--- config.mk ---
export PLATFORM = sky130hd
export DESIGN_NAME = lsu_mem_initiator
export DESIGN_NICKNAME = d
export VERILOG_FILES = /design/src/rtl/lsu_mem_initiator.sv
export SDC_FILE = /design/constraint.sdc
export NUM_CORES = 1
export LEC_CHECK = 0
export ABC_AREA = 0
export CORE_ASPECT_RATIO = 0.8
export CORE_MARGIN = 8
export CORE_UTILIZATION = 35
export DETAILED_ROUTE_END_ITERATION = 16
export GPL_TIMING_DRIVEN = 0
export PLACE_DENSITY = 0.67
export SLEW_MARGIN = 10
export SYNTH_ARGS = -nofsm -noshare
export SYNTH_HDL_FRONTEND = slang
export SYNTH_SLANG_ARGS = --single-unit
--- constraint.sdc ---
create_clock -name clk -period 1.8 [get_ports clk]
set_clock_uncertainty 0.05 [all_clocks]
set_input_delay 0.36 -clock clk [delete_from_list [all_inputs] [get_ports clk]]
set_output_delay 0.36 -clock clk [all_outputs]
set_load 0.01 [all_outputs]
--- src/rtl/lsu_mem_initiator.sv ---
// Load/store initiator for the MEM stage: drives a word-addressed data memory
// from byte-addressed load/store requests. Sub-word stores use read-modify-write.
module lsu_mem_initiator #(
    parameter int unsigned WIDTH     = 32,
    parameter int unsigned MEM_DEPTH = 100
) (
    input  logic             clk,
    input  logic             rst,
    input  logic             req_valid,
    output logic             req_ready,
    input  logic             req_write,
    input  logic [1:0]       req_size,
    input  logic             req_unsigned,
    input  logic [WIDTH-1:0] req_addr,
    input  logic [WIDTH-1:0] req_wdata,
    output logic             resp_valid,
    output logic             resp_err,
    output logic [WIDTH-1:0] resp_rdata,
    output logic [WIDTH-1:0] mem_addr,
    output logic [WIDTH-1:0] mem_wdata,
    output logic             mem_wen,
    input  logic [WIDTH-1:0] mem_rdata
);

    localparam int unsigned IDX_W = WIDTH - 2;
    localparam logic [IDX_W-1:0] DEPTH_IDX = IDX_W'(MEM_DEPTH);

    localparam logic [1:0] SZ_BYTE = 2'b00;
    localparam logic [1:0] SZ_HALF = 2'b01;
    localparam logic [1:0] SZ_WORD = 2'b10;

    typedef enum logic [2:0] {
        ST_IDLE,
        ST_LOAD,
        ST_RMW_READ,
        ST_WRITE,
        ST_DONE
    } state_t;

    state_t           state_q, state_d;
    logic [1:0]       lane_q, lane_d;
    logic [1:0]       size_q, size_d;
    logic             uns_q, uns_d;
    logic [15:0]      wdata_q, wdata_d;
    logic [WIDTH-1:0] merge_q, merge_d;
    logic [WIDTH-1:0] addr_q, addr_d;
    logic             err_q, err_d;
    logic [WIDTH-1:0] rdata_q, rdata_d;
    logic             valid_q, valid_d;
    logic             wen_q, wen_d;
    logic             ready_q, ready_d;

    logic             misaligned_c;
    logic             out_of_range_c;
    logic [7:0]       byte_c;
    logic [15:0]      half_c;

    // Request legality, evaluated on the incoming (not yet latched) request
    always_comb begin
        misaligned_c = 1'b0;
        case (req_size)
            SZ_BYTE: misaligned_c = 1'b0;
            SZ_HALF: misaligned_c = req_addr[0];
            SZ_WORD: misaligned_c = (req_addr[1:0] != 2'b00);
            default: misaligned_c = 1'b1;
        endcase
        out_of_range_c = (req_addr[WIDTH-1:2] >= DEPTH_IDX);
    end

    // Lane extraction from the memory word for the latched byte/half position
    always_comb begin
        byte_c = mem_rdata[{lane_q, 3'b000} +: 8];
        half_c = mem_rdata[{lane_q[1], 4'b0000} +: 16];
    end

    // Next-state and next-register logic; outputs follow the next state
    always_comb begin
        state_d = state_q;
        lane_d  = lane_q;
        size_d  = size_q;
        uns_d   = uns_q;
        wdata_d = wdata_q;
        merge_d = merge_q;
        addr_d  = addr_q;
        err_d   = err_q;
        rdata_d = rdata_q;

        case (state_q)
            ST_IDLE: begin
                if (req_valid) begin
                    lane_d  = req_addr[1:0];
                    size_d  = req_size;
                    uns_d   = req_unsigned;
                    wdata_d = req_wdata[15:0];
                    addr_d  = {2'b00, req_addr[WIDTH-1:2]};
                    if (misaligned_c || out_of_range_c) begin
                        err_d   = 1'b1;
                        rdata_d = '0;
                        state_d = ST_DONE;
                    end else if (!req_write) begin
                        state_d = ST_LOAD;
                    end else if (req_size == SZ_WORD) begin
                        merge_d = req_wdata;
                        state_d = ST_WRITE;
                    end else begin
                        state_d = ST_RMW_READ;
                    end
                end
            end
            ST_LOAD: begin
                case (size_q)
                    SZ_BYTE: rdata_d = {{(WIDTH-8){byte_c[7] & ~uns_q}}, byte_c};
                    SZ_HALF: rdata_d = {{(WIDTH-16){half_c[15] & ~uns_q}}, half_c};
                    default: rdata_d = mem_rdata;
                endcase
                err_d   = 1'b0;
                state_d = ST_DONE;
            end
            ST_RMW_READ: begin
                merge_d = mem_rdata;
                if (size_q == SZ_BYTE) begin
                    merge_d[{lane_q, 3'b000} +: 8] = wdata_q[7:0];
                end else begin
                    merge_d[{lane_q[1], 4'b0000} +: 16] = wdata_q;
                end
                state_d = ST_WRITE;
            end
            ST_WRITE: begin
                err_d   = 1'b0;
                rdata_d = '0;
                state_d = ST_DONE;
            end
            ST_DONE: begin
                state_d = ST_IDLE;
            end
            default: begin
                state_d = ST_IDLE;
            end
        endcase

        valid_d = (state_d == ST_DONE);
        wen_d   = (state_d == ST_WRITE);
        ready_d = (state_d == ST_IDLE);
    end

    // State and output registers with synchronous reset
    always_ff @(posedge clk) begin
        if (rst) begin
            state_q <= ST_IDLE;
            lane_q  <= '0;
            size_q  <= '0;
            uns_q   <= 1'b0;
            wdata_q <= '0;
            merge_q <= '0;
            addr_q  <= '0;
            err_q   <= 1'b0;
            rdata_q <= '0;
            valid_q <= 1'b0;
            wen_q   <= 1'b0;
            ready_q <= 1'b1;
        end else begin
            state_q <= state_d;
            lane_q  <= lane_d;
            size_q  <= size_d;
            uns_q   <= uns_d;
            wdata_q <= wdata_d;
            merge_q <= merge_d;
            addr_q  <= addr_d;
            err_q   <= err_d;
            rdata_q <= rdata_d;
            valid_q <= valid_d;
            wen_q   <= wen_d;
            ready_q <= ready_d;
        end
    end

    assign req_ready  = ready_q;
    assign resp_valid = valid_q;
    assign resp_err   = err_q;
    assign resp_rdata = rdata_q;
    assign mem_addr   = addr_q;
    assign mem_wdata  = merge_q;
    assign mem_wen    = wen_q;

endmodule

==> run_results.csv <==
group,metric,value,unit
clock_tree,h-tree-depth,4,
power,power_frac_clock,0.451,
timing,drv_slew,0,
cells_and_area,regArea,0.002455,mm^2
timing,finalHoldViolCount,0,
worst_setup_path,reg2reg_from,"lane_q[1]",
floorplanning,ios,203,
placed_design,finalWeightedCongestion,0.9517,
clock_tree,clock-root-buffer,"clkbuf_16",
route,drt_pass1_iterations,6,
clock_tree,cts_hold_buf,0,
placed_design,port_buffers,199,
power,p_sw,2.080,mW
power,internal_power,5.367,mW
flow_run,cap_violations,0,
worst_setup_path,cp_max_fo,8,
clock_tree,cts.sink_count,122,
floorplanning,initial_utilization,0.3575,
clock_tree,cts_inserted_buffers,17,
route,totalWireLength,25610,um
cells_and_area,area_delta_synth_final,72.20,%
power,powerDensity,733.0,mW/mm^2
timing,fin_crit_sh,1.101,
floorplanning,placementRows,42,
floorplanning,die_h,132.1,um
route,via_per_inst,5.655,
route,ant_nets,0,
floorplanning,die_x,161.2,um
logic_synthesis,synth.area.top_cells,"dfxtp_1, nand2_1, a21oi_1",
worst_setup_path,startpoint_type,"flip-flop",
logic_synthesis,ys_top_cells_by_count,"dfxtp_1, nand2_1, a21oi_1",
floorplanning,core_area,0.01650,mm^2
worst_setup_path,worstRegToRegCells,9,
route,first_iter_violations,614,
cells_and_area,layout.nets,1057,
global_route,grt_pass1_wl,37740,um
timing,worst_pin_slew,0.8061,ns
timing,fmax,504.6,MHz
logic_synthesis,yosysMostFrequentCell,"dfxtp_1",
logic_synthesis,synth-seq-area-share,0.4140,
timing,whs,0.1274,ns
cells_and_area,multi_input_area,0.003953,mm^2
route,drc,0,
timing,finalSetupTns,-3.419,ns
clock_tree,cts_tree,"done",
worst_setup_path,crit_type,"reg -> reg",
route,via_count,6690,
logic_synthesis,syn_avg_cell_area,8.501,um^2
worst_setup_path,reg2reg_to,"mem_wdata[15]",
power,p_sw_frac,0.2793,
worst_setup_path,critPathArrivalTime,2.20,ns
logic_synthesis,synth_cell_types,52,
logic_synthesis,synth_cells,694,
timing,worst_slack,-0.1819,ns
placed_design,hpwl,17950,um
worst_setup_path,rrSetupSlack,-0.18,ns
hold_path,worstHoldPathCells,3,
outcome,run_status,"complete, but fails checks",
hold_path,hold_class,"in -> reg",
floorplanning,die_area,0.02129,mm^2
outcome,failed_checks,"negative setup slack",
global_route,overflow,0,
logic_synthesis,ys_async_sr_fraction,0,
global_route,grt_antenna_before_repair,2,
cells_and_area,drive_gt1_frac,0.2827,
power,pwr-share-seq,0.382,
hold_path,min_to,"mem_addr[25]",
power,ir_drop,0.6814,mV
logic_synthesis,syn_area,0.005899,mm^2
route,wl_per_cell,21.65,um
timing,report.final.setup_viol,33,
timing,final.min_clock_period,1.982,ns
logic_synthesis,yosys_register_bits,122,
worst_setup_path,required,2.01,ns
cells_and_area,num-fill-cells,1399,
logic_synthesis,ys.flop_type,"dfxtp_1",
worst_setup_path,end_kind,"flip-flop",
timing,rsz0062_at_grt,"true",
clock_tree,path_clk_slew,0.06,ns
logic_synthesis,yosys.area.top_type,"dfxtp_1",
logic_synthesis,yosysWarningCount,0,
timing,timing.slew.headroom,0.4626,
hold_path,min_from,"req_addr[27]",
global_route,grt_usage,0.2245,
clock_tree,clk_path_buf_depth,2,
power,p_comb_frac,0.167,
logic_synthesis,synth.top_cell.area_share,0.4140,
global_route,grt_pass1_vias,6650,
clock_tree,insertion_delay,0.42,ns
power,leakagePower,4.044,nW
logic_synthesis,synth_edf_count,0,
global_route,grt_max_degree,17,
routing by layer:
metal	part of all wire	track usage
met5	0.00039	0
met4	0.025	0.07290
met3	0.11	0.08833
met2	0.44	0.3311
met1	0.43	0.2934
critical path: stages, from the launching register on:
cell and delay [ns]:
dfxtp_4 0.40, inv_8 0.06, ha_4 0.26, and4b_1 0.18
buf_6 0.14, buf_6 0.12, a221oi_2 0.25, a211oi_1 0.07
a21oi_1 0.20, a211oi_2 0.09
timing repair:
item | in CTS | in global routing
buffers inserted | 24 | 8
pin swaps | 23 | 25
endpoints found under the setup margin | 120 | 124
gates cloned | 6 | 3
resized for setup | 159 | 168
endpoints found under the hold margin | 0 | 0
power groups by stage:
stage	registers (mW)	logic [mW]	clock network, mW
4_1_cts	2.83	1.10	3.41
5_1_grt	2.85	1.32	3.54
3_5_place_dp	2.89	1.01	0
3_3_place_gp	2.89	1.01	0
6_report	2.84	1.24	3.36
2_1_floorplan	2.90	0.463	0
metrics by stage:
stage	instances	utilization	setup slack, ns	cell area [um^2]	total power [mW]
floorplan	695	-	-0.1737	6025	3.358
finish	1183	0.6156	-0.1819	10160	7.447
CTS	1174	0.5758	-0.1900	9502	7.338
detailed placement	1114	0.5025	-1.269	8292	3.897
global placement	1114	0.5025	-1.306	8292	3.895
global route	1183	0.6156	-0.2416	10160	7.702
worst max-delay path by stage:
stage	from	endpoint	slack, ns	cells after the start
global route	lane_q[1]	mem_wdata[15]	-0.24	9
CTS	state_q[2]	mem_wdata[13]	-0.19	7
floorplan	state_q[2]	mem_wdata[16]	-0.17	6
detailed placement	req_addr[16]	resp_rdata[23]	-1.27	7
global placement	req_addr[16]	resp_rdata[22]	-1.31	7
finish	lane_q[1]	mem_wdata[15]	-0.18	9
cells by family (layout without fill, tap and decap cells):
group | after synthesis | count (layout) | synth area share
AO/OA/AOI/OAI | 224 | 224 | 0.2831
flip-flops | 122 | 122 | 0.4140
multiplexers | 22 | 22 | 0.03818
other | 1 | 3 | 0.0006357
adder cells (fa/ha/maj) | 5 | 5 | 0.01060
buffers and inverters | 78 | 345 | 0.05959
AND/OR/NAND/NOR | 242 | 242 | 0.1938
flip-flops by register name, summed over array words and instances, names as in the netlist:
name and count:
size_q 2, req_ready 1, resp_valid 1, wdata_q 16, mem_wdata 32, state_q 3
uns_q 1, resp_rdata 32, resp_err 1, mem_addr 30, lane_q 2, mem_wen 1
placed cells by master (no fill, tap or decap), types with 19 or more instances in the layout:
| cell type | count |
|---|---|
| a221oi_2 | 21 |
| clkbuf_2 | 23 |
| nor2_1 | 40 |
| nand2_1 | 117 |
| buf_4 | 23 |
| buf_6 | 25 |
| clkbuf_16 | 20 |
| nor3_1 | 26 |
| clkdlybuf4s50_1 | 154 |
| a21oi_1 | 67 |
| a211oi_2 | 19 |
| dfxtp_1 | 118 |
| a21o_1 | 23 |
area by class of cell:
cell class / count / share of cell area
Buffer: 58 / 0.04114
Tap cell: 220 / 0.02710
Clock inverter: 15 / 0.01503
Sequential cell: 122 / 0.2417
Clock buffer: 17 / 0.04188
Inverter: 16 / 0.007144
Antenna cell: 1 / 0.0002463
Multi-Input combinational cell: 495 / 0.3891
Timing Repair Buffer: 239 / 0.2367
No activity file was read; power rests on OpenSTA's default activity.
